**src/rtl/axil_pkg.sv**
```systemverilog
// axil_pkg: shared response codes and FSM state types for the AXI4-Lite slave front end
package axil_pkg;
    localparam logic [1:0] RESP_OKAY   = 2'b00;
    localparam logic [1:0] RESP_SLVERR = 2'b10;
    typedef enum logic [1:0] {WR_IDLE, WR_EXEC, WR_RESP} wr_state_t;
    typedef enum logic [1:0] {RD_IDLE, RD_EXEC, RD_RESP} rd_state_t;
endpackage

```
**src/rtl/axil_addr_decode.sv**
```systemverilog
// axil_addr_decode: byte address -> register index plus out-of-range flag
// Ports: addr (byte address in), idx (register index out), oor (address beyond the register file).
// Macro AXIL_ADDR_CHECK_EN enables the range check; without it upper bits are ignored and oor is 0.
module axil_addr_decode #(
    parameter int ADDR_WIDTH = 32,
    parameter int NUM_REGS   = 16
) (
    input  logic [ADDR_WIDTH-1:0]       addr,
    output logic [$clog2(NUM_REGS)-1:0] idx,
    output logic                        oor
);
    localparam int IW = $clog2(NUM_REGS);
`ifdef AXIL_ADDR_CHECK_EN
    localparam bit CHECK = 1'b1;
`else
    localparam bit CHECK = 1'b0;
`endif
    assign idx = addr[2 +: IW];
    assign oor = CHECK && ((addr >> (2 + IW)) != '0);
endmodule

```
**src/rtl/axil_slave_ctrl.sv**
```systemverilog
// axil_slave_ctrl: AXI4-Lite slave front end producing single-cycle register-file strobes
// Ports: clk, rst (sync, active high); AXI-Lite slave channels s_aw*, s_w*, s_b*, s_ar*, s_r*;
// backend write strobe wr_en/wr_addr/wr_data/wr_strb; backend read rd_en/rd_addr with combinational rd_data.
// Macro AXIL_ADDR_CHECK_EN: out-of-range addresses answer SLVERR and never strobe the backend.
module axil_slave_ctrl
    import axil_pkg::*;
#(
    parameter int ADDR_WIDTH = 32,
    parameter int DATA_WIDTH = 32,
    parameter int NUM_REGS   = 16
) (
    input  logic                        clk,
    input  logic                        rst,
    input  logic [ADDR_WIDTH-1:0]       s_awaddr,
    input  logic                        s_awvalid,
    output logic                        s_awready,
    input  logic [DATA_WIDTH-1:0]       s_wdata,
    input  logic [DATA_WIDTH/8-1:0]     s_wstrb,
    input  logic                        s_wvalid,
    output logic                        s_wready,
    output logic [1:0]                  s_bresp,
    output logic                        s_bvalid,
    input  logic                        s_bready,
    input  logic [ADDR_WIDTH-1:0]       s_araddr,
    input  logic                        s_arvalid,
    output logic                        s_arready,
    output logic [DATA_WIDTH-1:0]       s_rdata,
    output logic [1:0]                  s_rresp,
    output logic                        s_rvalid,
    input  logic                        s_rready,
    output logic [$clog2(NUM_REGS)-1:0] wr_addr,
    output logic                        wr_en,
    output logic [DATA_WIDTH-1:0]       wr_data,
    output logic [DATA_WIDTH/8-1:0]     wr_strb,
    output logic [$clog2(NUM_REGS)-1:0] rd_addr,
    output logic                        rd_en,
    input  logic [DATA_WIDTH-1:0]       rd_data
);
    localparam int IW = $clog2(NUM_REGS);

    wr_state_t         wr_state, wr_next;
    rd_state_t         rd_state, rd_next;
    logic              aw_got, w_got, wr_err, rd_err;
    logic              aw_hs, w_hs, ar_hs;
    logic [IW-1:0]     aw_idx, ar_idx;
    logic              aw_oor, ar_oor;

    axil_addr_decode #(.ADDR_WIDTH(ADDR_WIDTH), .NUM_REGS(NUM_REGS)) u_wdec (
        .addr(s_awaddr), .idx(aw_idx), .oor(aw_oor)
    );
    axil_addr_decode #(.ADDR_WIDTH(ADDR_WIDTH), .NUM_REGS(NUM_REGS)) u_rdec (
        .addr(s_araddr), .idx(ar_idx), .oor(ar_oor)
    );

    // Readies are gated by rst so every ready reads 0 while reset is held.
    always_comb begin
        s_awready = !rst && wr_state == WR_IDLE && !aw_got;
        s_wready  = !rst && wr_state == WR_IDLE && !w_got;
        aw_hs     = s_awvalid && s_awready;
        w_hs      = s_wvalid && s_wready;
        wr_en     = wr_state == WR_EXEC && !wr_err;
        s_bvalid  = wr_state == WR_RESP;
        wr_next   = wr_state;
        if (wr_state == WR_IDLE && (aw_got || aw_hs) && (w_got || w_hs))
            wr_next = WR_EXEC;
        if (wr_state == WR_EXEC)
            wr_next = WR_RESP;
        if (wr_state == WR_RESP && s_bready)
            wr_next = WR_IDLE;
    end

    always_ff @(posedge clk) begin
        if (rst) begin
            wr_state <= WR_IDLE;
            aw_got   <= 1'b0;
            w_got    <= 1'b0;
            wr_err   <= 1'b0;
            wr_addr  <= '0;
            wr_data  <= '0;
            wr_strb  <= '0;
            s_bresp  <= RESP_OKAY;
        end else begin
            wr_state <= wr_next;
            if (aw_hs) begin
                aw_got  <= 1'b1;
                wr_addr <= aw_idx;
                wr_err  <= aw_oor;
            end
            if (w_hs) begin
                w_got   <= 1'b1;
                wr_data <= s_wdata;
                wr_strb <= s_wstrb;
            end
            if (wr_state == WR_EXEC)
                s_bresp <= wr_err ? RESP_SLVERR : RESP_OKAY;
            if (wr_state == WR_RESP && s_bready) begin
                aw_got <= 1'b0;
                w_got  <= 1'b0;
            end
        end
    end

    always_comb begin
        s_arready = !rst && rd_state == RD_IDLE;
        ar_hs     = s_arvalid && s_arready;
        rd_en     = rd_state == RD_EXEC && !rd_err;
        s_rvalid  = rd_state == RD_RESP;
        rd_next   = rd_state;
        if (ar_hs)
            rd_next = RD_EXEC;
        if (rd_state == RD_EXEC)
            rd_next = RD_RESP;
        if (rd_state == RD_RESP && s_rready)
            rd_next = RD_IDLE;
    end

    // rd_data is sampled at the end of RD_EXEC, so a same-cycle backend write is not yet visible.
    always_ff @(posedge clk) begin
        if (rst) begin
            rd_state <= RD_IDLE;
            rd_err   <= 1'b0;
            rd_addr  <= '0;
            s_rdata  <= '0;
            s_rresp  <= RESP_OKAY;
        end else begin
            rd_state <= rd_next;
            if (ar_hs) begin
                rd_addr <= ar_idx;
                rd_err  <= ar_oor;
            end
            if (rd_state == RD_EXEC) begin
                s_rdata <= rd_err ? '0 : rd_data;
                s_rresp <= rd_err ? RESP_SLVERR : RESP_OKAY;
            end
        end
    end
endmodule

```
**config.mk**
```make
export PLATFORM = sky130hd
export DESIGN_NAME = axil_slave_ctrl
export DESIGN_NICKNAME = d
export VERILOG_FILES = /design/src/rtl/axil_pkg.sv /design/src/rtl/axil_addr_decode.sv /design/src/rtl/axil_slave_ctrl.sv
export SDC_FILE = /design/constraint.sdc
export NUM_CORES = 1
export LEC_CHECK = 0
export CELL_PAD_IN_SITES_DETAIL_PLACEMENT = 0
export CELL_PAD_IN_SITES_GLOBAL_PLACEMENT = 1
export CORE_UTILIZATION = 26
export DETAILED_ROUTE_END_ITERATION = 7
export PLACE_DENSITY_LB_ADDON = 0.1
export SETUP_SLACK_MARGIN = 0.05
export SLEW_MARGIN = 20
export SYNTH_ARGS = -nofsm -noshare
export SYNTH_HDL_FRONTEND = slang
export SYNTH_HIERARCHICAL = 1
export SYNTH_SLANG_ARGS = --single-unit
```
**constraint.sdc**
```tcl
create_clock -name clk -period 3.45 [get_ports clk]
set_input_delay 0.69 -clock clk [delete_from_list [all_inputs] [get_ports clk]]
set_output_delay 0.69 -clock clk [all_outputs]
set_load 0.005 [all_outputs]
```
==> results.ini, run 1 <==
[yosys]
syn_avg_cell_area_um2=9.50
synthMuxAreaShare=0.00609
synth_compound_area_frac=0.240
synthCells=346
synth.yosys.seq_area_share=0.524
synthSimpleGateAreaFrac=0.126
synth_area_um2=3290
synth_xor_area_frac=0
yosysWarnings=6
synth_top_family_by_area=compound AO/OA/AOI/OAI gates
synth_fa_ha_area_frac=0
synth.distinct_cells=28
ys_ff_latch=86

[place]
dpl_worst_slack_ns=0.729
io_buffers=167
globalplace.congestion=0.664
placedInstanceArea_um2=4920
dpl.hpwl_um=5960

[timing]
fin_skew_ns=0.00439
relSlewSlack=0.331
fin_crit_ns=2.74
finalSetupViolations=0
final_hold_viol_count=0
finalSetupTns_ns=0
final.setup.worst_slack_ns=0.708
fin_crit_sh=0.795
maxClockFrequency_ghz=0.365
drv_slew=0
tightestPinTransition_ns=1.00
rsz0062_at_grt=false

[clock_network]
clock_latency_ns=0.34
cts_buffer_depth=2
clk_pin_slew_ns=0.06
htree_levels=3
cts_buffers=9
cts_sinks=86
postCtsSetupRepairBufs=0
clockRootBuffer=clkbuf_16
cts_hold_buffers=0
cts_tree=done
postCtsResizedCells=0

[drt]
drc=0
route.met3.wl_um=690
vias=2968
route.top_layer_used=met4
met1_length_um=4360
drt_iter0_markers=215
drtAntennaViolNets=0
drtPass1Iterations=4
wl_per_cell_um=14.4
wl_met2_um=4230
routed_wl_um=9460
via_per_inst=4.51

[floorplan]
die_x_um=114
initial_core_util=0.270
fp-row-count=40
core_um2=12200
die_area_um2=13100
die_h_um=114
io_pins=226

[final_layout]
num-fill-cells=1235
final_area_um2=5210
fin_nets=625
drive_gt1_frac=0.0633
utilization=0.428
antenna_cells=0
area_growth_pct=58.5

[global_routing]
grt_pass1_wl_um=14600
overflow=0
grt_pass1_vias=2816
grt_max_degree=59
antenna_found_initial=0
track_usage=0.146

[setup_path]
worst-path-max-fanout=37
crit_chain=or4_4, inv_12, clkdlybuf4s50_1
crit_buf_inv=2
r2r_setup_slack_ns=1.73
slowest_delay_ns=0.60
path_delay_family=buffers and inverters
worstSetupPathType=reg -> out
critPathArrivalTime_ns=2.05
critPathRequiredTime_ns=2.76
slowest_stage=or4_4
critPathLaunchType=flop
worst_setup_path_end_kind=primary output

[pwr]
power_density_nw_per_um2=469
irDropWorstVdd_uv=159
fin_total_pwr_mw=2.44
p_leak_nw=1.87

[run_status]
outcome=complete, no violations

[job]
drv_cap=0

[worst_hold_path]
hold_class=reg -> reg

[metal layers]
layer / global-route usage / vias up
li1: - / 1494
met5: 0 / -
met1: 0.185 / 1351
met2: 0.220 / 111
met3: 0.0498 / 12
met4: 0.0727 / 0
[metrics by stage]
| stage | std cells | hold WS [ns] |
|---|---|---|
| after global placement | 643 | 0.459 |
| after floorplan | 347 | 0.457 |
| after detailed placement | 643 | 0.463 |
| after CTS | 658 | 0.475 |
| final | 658 | 0.471 |
| after global routing | 658 | 0.492 |
[power breakdown]
| part | switching, mW | leakage [nW] | internal [mW] |
|---|---|---|---|
| sequential | 0.0358 | 0.701 | 1.05 |
| combinational | 0.159 | 1.03 | 0.235 |
| clock | 0.386 | 0.141 | 0.574 |
[final cells by class]
type | instances | area (um^2) | share of cell area
Inverter | 4 | 27.5 | 0.00529
Sequential cell | 86 | 1720 | 0.331
Multi-Input combinational cell | 212 | 1250 | 0.239
Clock buffer | 11 | 243 | 0.0466
Timing Repair Buffer | 173 | 1710 | 0.329
Clock inverter | 4 | 47.5 | 0.00913
Tap cell | 168 | 210 | 0.0404
[cell usage after synthesis]
cell type / count / share of area
conb_1: 3 / 0.0034
nor3_1: 2 / 0.0030
buf_2: 3 / 0.0046
inv_1: 3 / 0.0034
a31o_2: 5 / 0.013
mux2i_1: 2 / 0.0061
buf_4: 14 / 0.032
buf_1: 1 / 0.0011
nand3_1: 36 / 0.055
nor4b_2: 1 / 0.0046
inv_12: 1 / 0.0050
nor2_1: 7 / 0.0080
a21oi_1: 47 / 0.072
buf_6: 3 / 0.010
clkbuf_1: 17 / 0.019
a22o_1: 32 / 0.085
o21bai_1: 2 / 0.0046
or4_4: 1 / 0.0034
dfxtp_1: 86 / 0.52
o221ai_1: 1 / 0.0027
nand2_1: 10 / 0.011
and2b_1: 3 / 0.0069
o21ai_0: 41 / 0.062
buf_12: 3 / 0.018
nor4_1: 1 / 0.0019
clkbuf_2: 4 / 0.0061
nor2b_1: 4 / 0.0076
nand2b_1: 13 / 0.025
[state kept, by name, summed over array words and instances, names as in the netlist, 2 cells and up]
register,cells
rd_addr,4
rd_state,2
s_rdata,32
wr_addr,4
wr_data,32
wr_state,2
wr_strb,4
[layout by cell type, fill, tap and decap left out, types with 7 or more instances in the layout]
cell type	synthesis	routed
clkdlybuf4s50_1	0	166
dfxtp_1	86	86
a21oi_1	47	47
o21ai_0	41	41
nand3_1	36	36
a22o_1	32	32
nand2b_1	13	13
nand2_1	10	10
clkbuf_16	0	9
nor2_1	7	7
[worst register-to-register path, cell delays in order, from the launching register on]
cell     delay (ns)
dfxtp_1        0.39
or4_4          0.60
buf_4          0.28
o21ai_0        0.21
a21oi_1        0.10
[path summary, 6_finish.rpt]
path                                  start          end  cells after the start
worst max-delay path            wr_state[0]     s_wready                      3
worst min-delay path             wr_data[7]   wr_data[7]                      2
worst max register to register  wr_state[0]  wr_data[26]                      4
worst min register to register   wr_data[7]   wr_data[7]                      2
[logic make-up after synthesis]
logic type | count (synthesis)
AO/OA/AOI/OAI | 128
buffers and inverters | 49
flip-flops | 86
multiplexers | 2
other | 3
AND/OR/NAND/NOR | 78
Note: power is estimated with default switching activity, not from simulation.
==> run 2: changes to the inputs <==
CORE_UTILIZATION = 24   (was 26)
clock period = 2.7 ns   (was 3.45 ns; I/O delays follow)
==> results.ini, run 2 (synthesis gave the netlist of run 1 again) <==
[drt]
drtPass1Iterations=4
routed_wl_um=9820
drtAntennaViolNets=0
drc=0
via_per_inst=4.46
vias=2986
drt_iter0_markers=234
wl_per_cell_um=14.7

[clock_network]
htree_levels=3
clock_latency_ns=0.34
clk_pin_slew_ns=0.06
cts_tree=done
cts_buffer_depth=2
clockRootBuffer=clkbuf_16
postCtsResizedCells=0
postCtsSetupRepairBufs=0
cts_hold_buffers=0
cts_buffers=9
cts_sinks=86

[global_routing]
grt_pass1_vias=2946
antenna_found_initial=0
overflow=0
grt_pass1_wl_um=15600
track_usage=0.141
grt_max_degree=50

[setup_path]
critPathLaunchType=flop
slowest_stage=or4_4
slowest_delay_ns=0.61
path_delay_family=buffers and inverters
critPathRequiredTime_ns=2.16
worstSetupPathType=reg -> out
worst-path-max-fanout=10
crit_buf_inv=2
worst_setup_path_end_kind=primary output
r2r_setup_slack_ns=0.90
crit_chain=or4_4, inv_12, clkdlybuf4s50_1
critPathArrivalTime_ns=1.96

[place]
dpl.hpwl_um=6240
placed_cells=653
io_buffers=167
globalplace.congestion=0.667

[run_status]
outcome=complete, no violations

[final_layout]
final_cell_mix=clkdlybuf4s50_1, dfxtp_1, a21oi_1
top_regs=s_rdata x32, wr_data x32
fin_nets=627
final_common_cell=clkdlybuf4s50_1
drive_gt1_frac=0.0710
area_growth_pct=59.8
final_cells=669
antenna_cells=0

[floorplan]
fp-row-count=42
die_h_um=119
io_pins=226
die_x_um=119
core_um2=13300
die_area_um2=14200
initial_core_util=0.247

[timing]
tightestPinTransition_ns=1.03
final_hold_viol_count=0
relSlewSlack=0.310
fin_crit_sh=0.926
fin_skew_ns=0.00703
finalSetupViolations=0
drv_slew=0
rsz0062_at_grt=false
fin_crit_ns=2.50
finalSetupTns_ns=0
maxClockFrequency_ghz=0.400

[job]
drv_cap=0

[pwr]
p_leak_nw=1.88
irDropWorstVdd_uv=219
fin_total_pwr_mw=3.15
power_density_nw_per_um2=601

[worst_hold_path]
hold_class=reg -> reg

run 2: cell types whose count changed in the layout (fill, tap and decap cells not counted), sizes merged:
cell / before / now
buf: 7 / 9
clkinvlp: 1 / 2
run 2: tightest hold or removal path, delay by kind of cell (launching register included):
kind	cells	cell delay [ns]
and+or+nand+nor	1	0.06
AOI/OAI and AO/OA	1	0.06
DFF	1	0.31
run 2: power by group:
group / leakage, nW / internal [mW] / total, mW / switching [mW]
clock: 0.142 / 0.742 / 1.25 / 0.509
sequential: 0.701 / 1.34 / 1.39 / 0.0480
combinational: 1.04 / 0.304 / 0.512 / 0.208
total: 1.88 / 2.39 / 3.15 / 0.765
run 2: final cells by class:
class	count	area (um^2)
Inverter	4	27.5
Fill cell	1325	8050
Clock inverter	5	58.8
Clock buffer	11	243
Timing Repair Buffer	175	1730
Multi-Input combinational cell	212	1250
Sequential cell	86	1720
Tap cell	176	220
run 2: stage by stage:
stage,hold slack [ns],setup WS [ns],area [um^2],utilization
global placement,0.460,0.380,4950,0.372
floorplan,0.457,0.876,3290,-
detailed placement,0.466,0.380,4950,0.372
CTS,0.475,0.146,5250,0.395
global route,0.496,0.107,5250,0.395
finish,0.473,0.200,5250,0.395
run 2: metal layers:
layer	GRT usage	share of wire
met5	0	0
met3	0.0474	0.074
met2	0.208	0.43
met4	0.0641	0.018
met1	0.184	0.48
run 2: final timing paths:
path | from | to | cells past startpoint
hold reg to reg | rd_addr[1] | rd_addr[1] | 2
setup / recovery | wr_state[0] | s_wready | 3
hold / removal | rd_addr[1] | rd_addr[1] | 2
setup reg to reg | wr_state[0] | wr_data[13] | 5
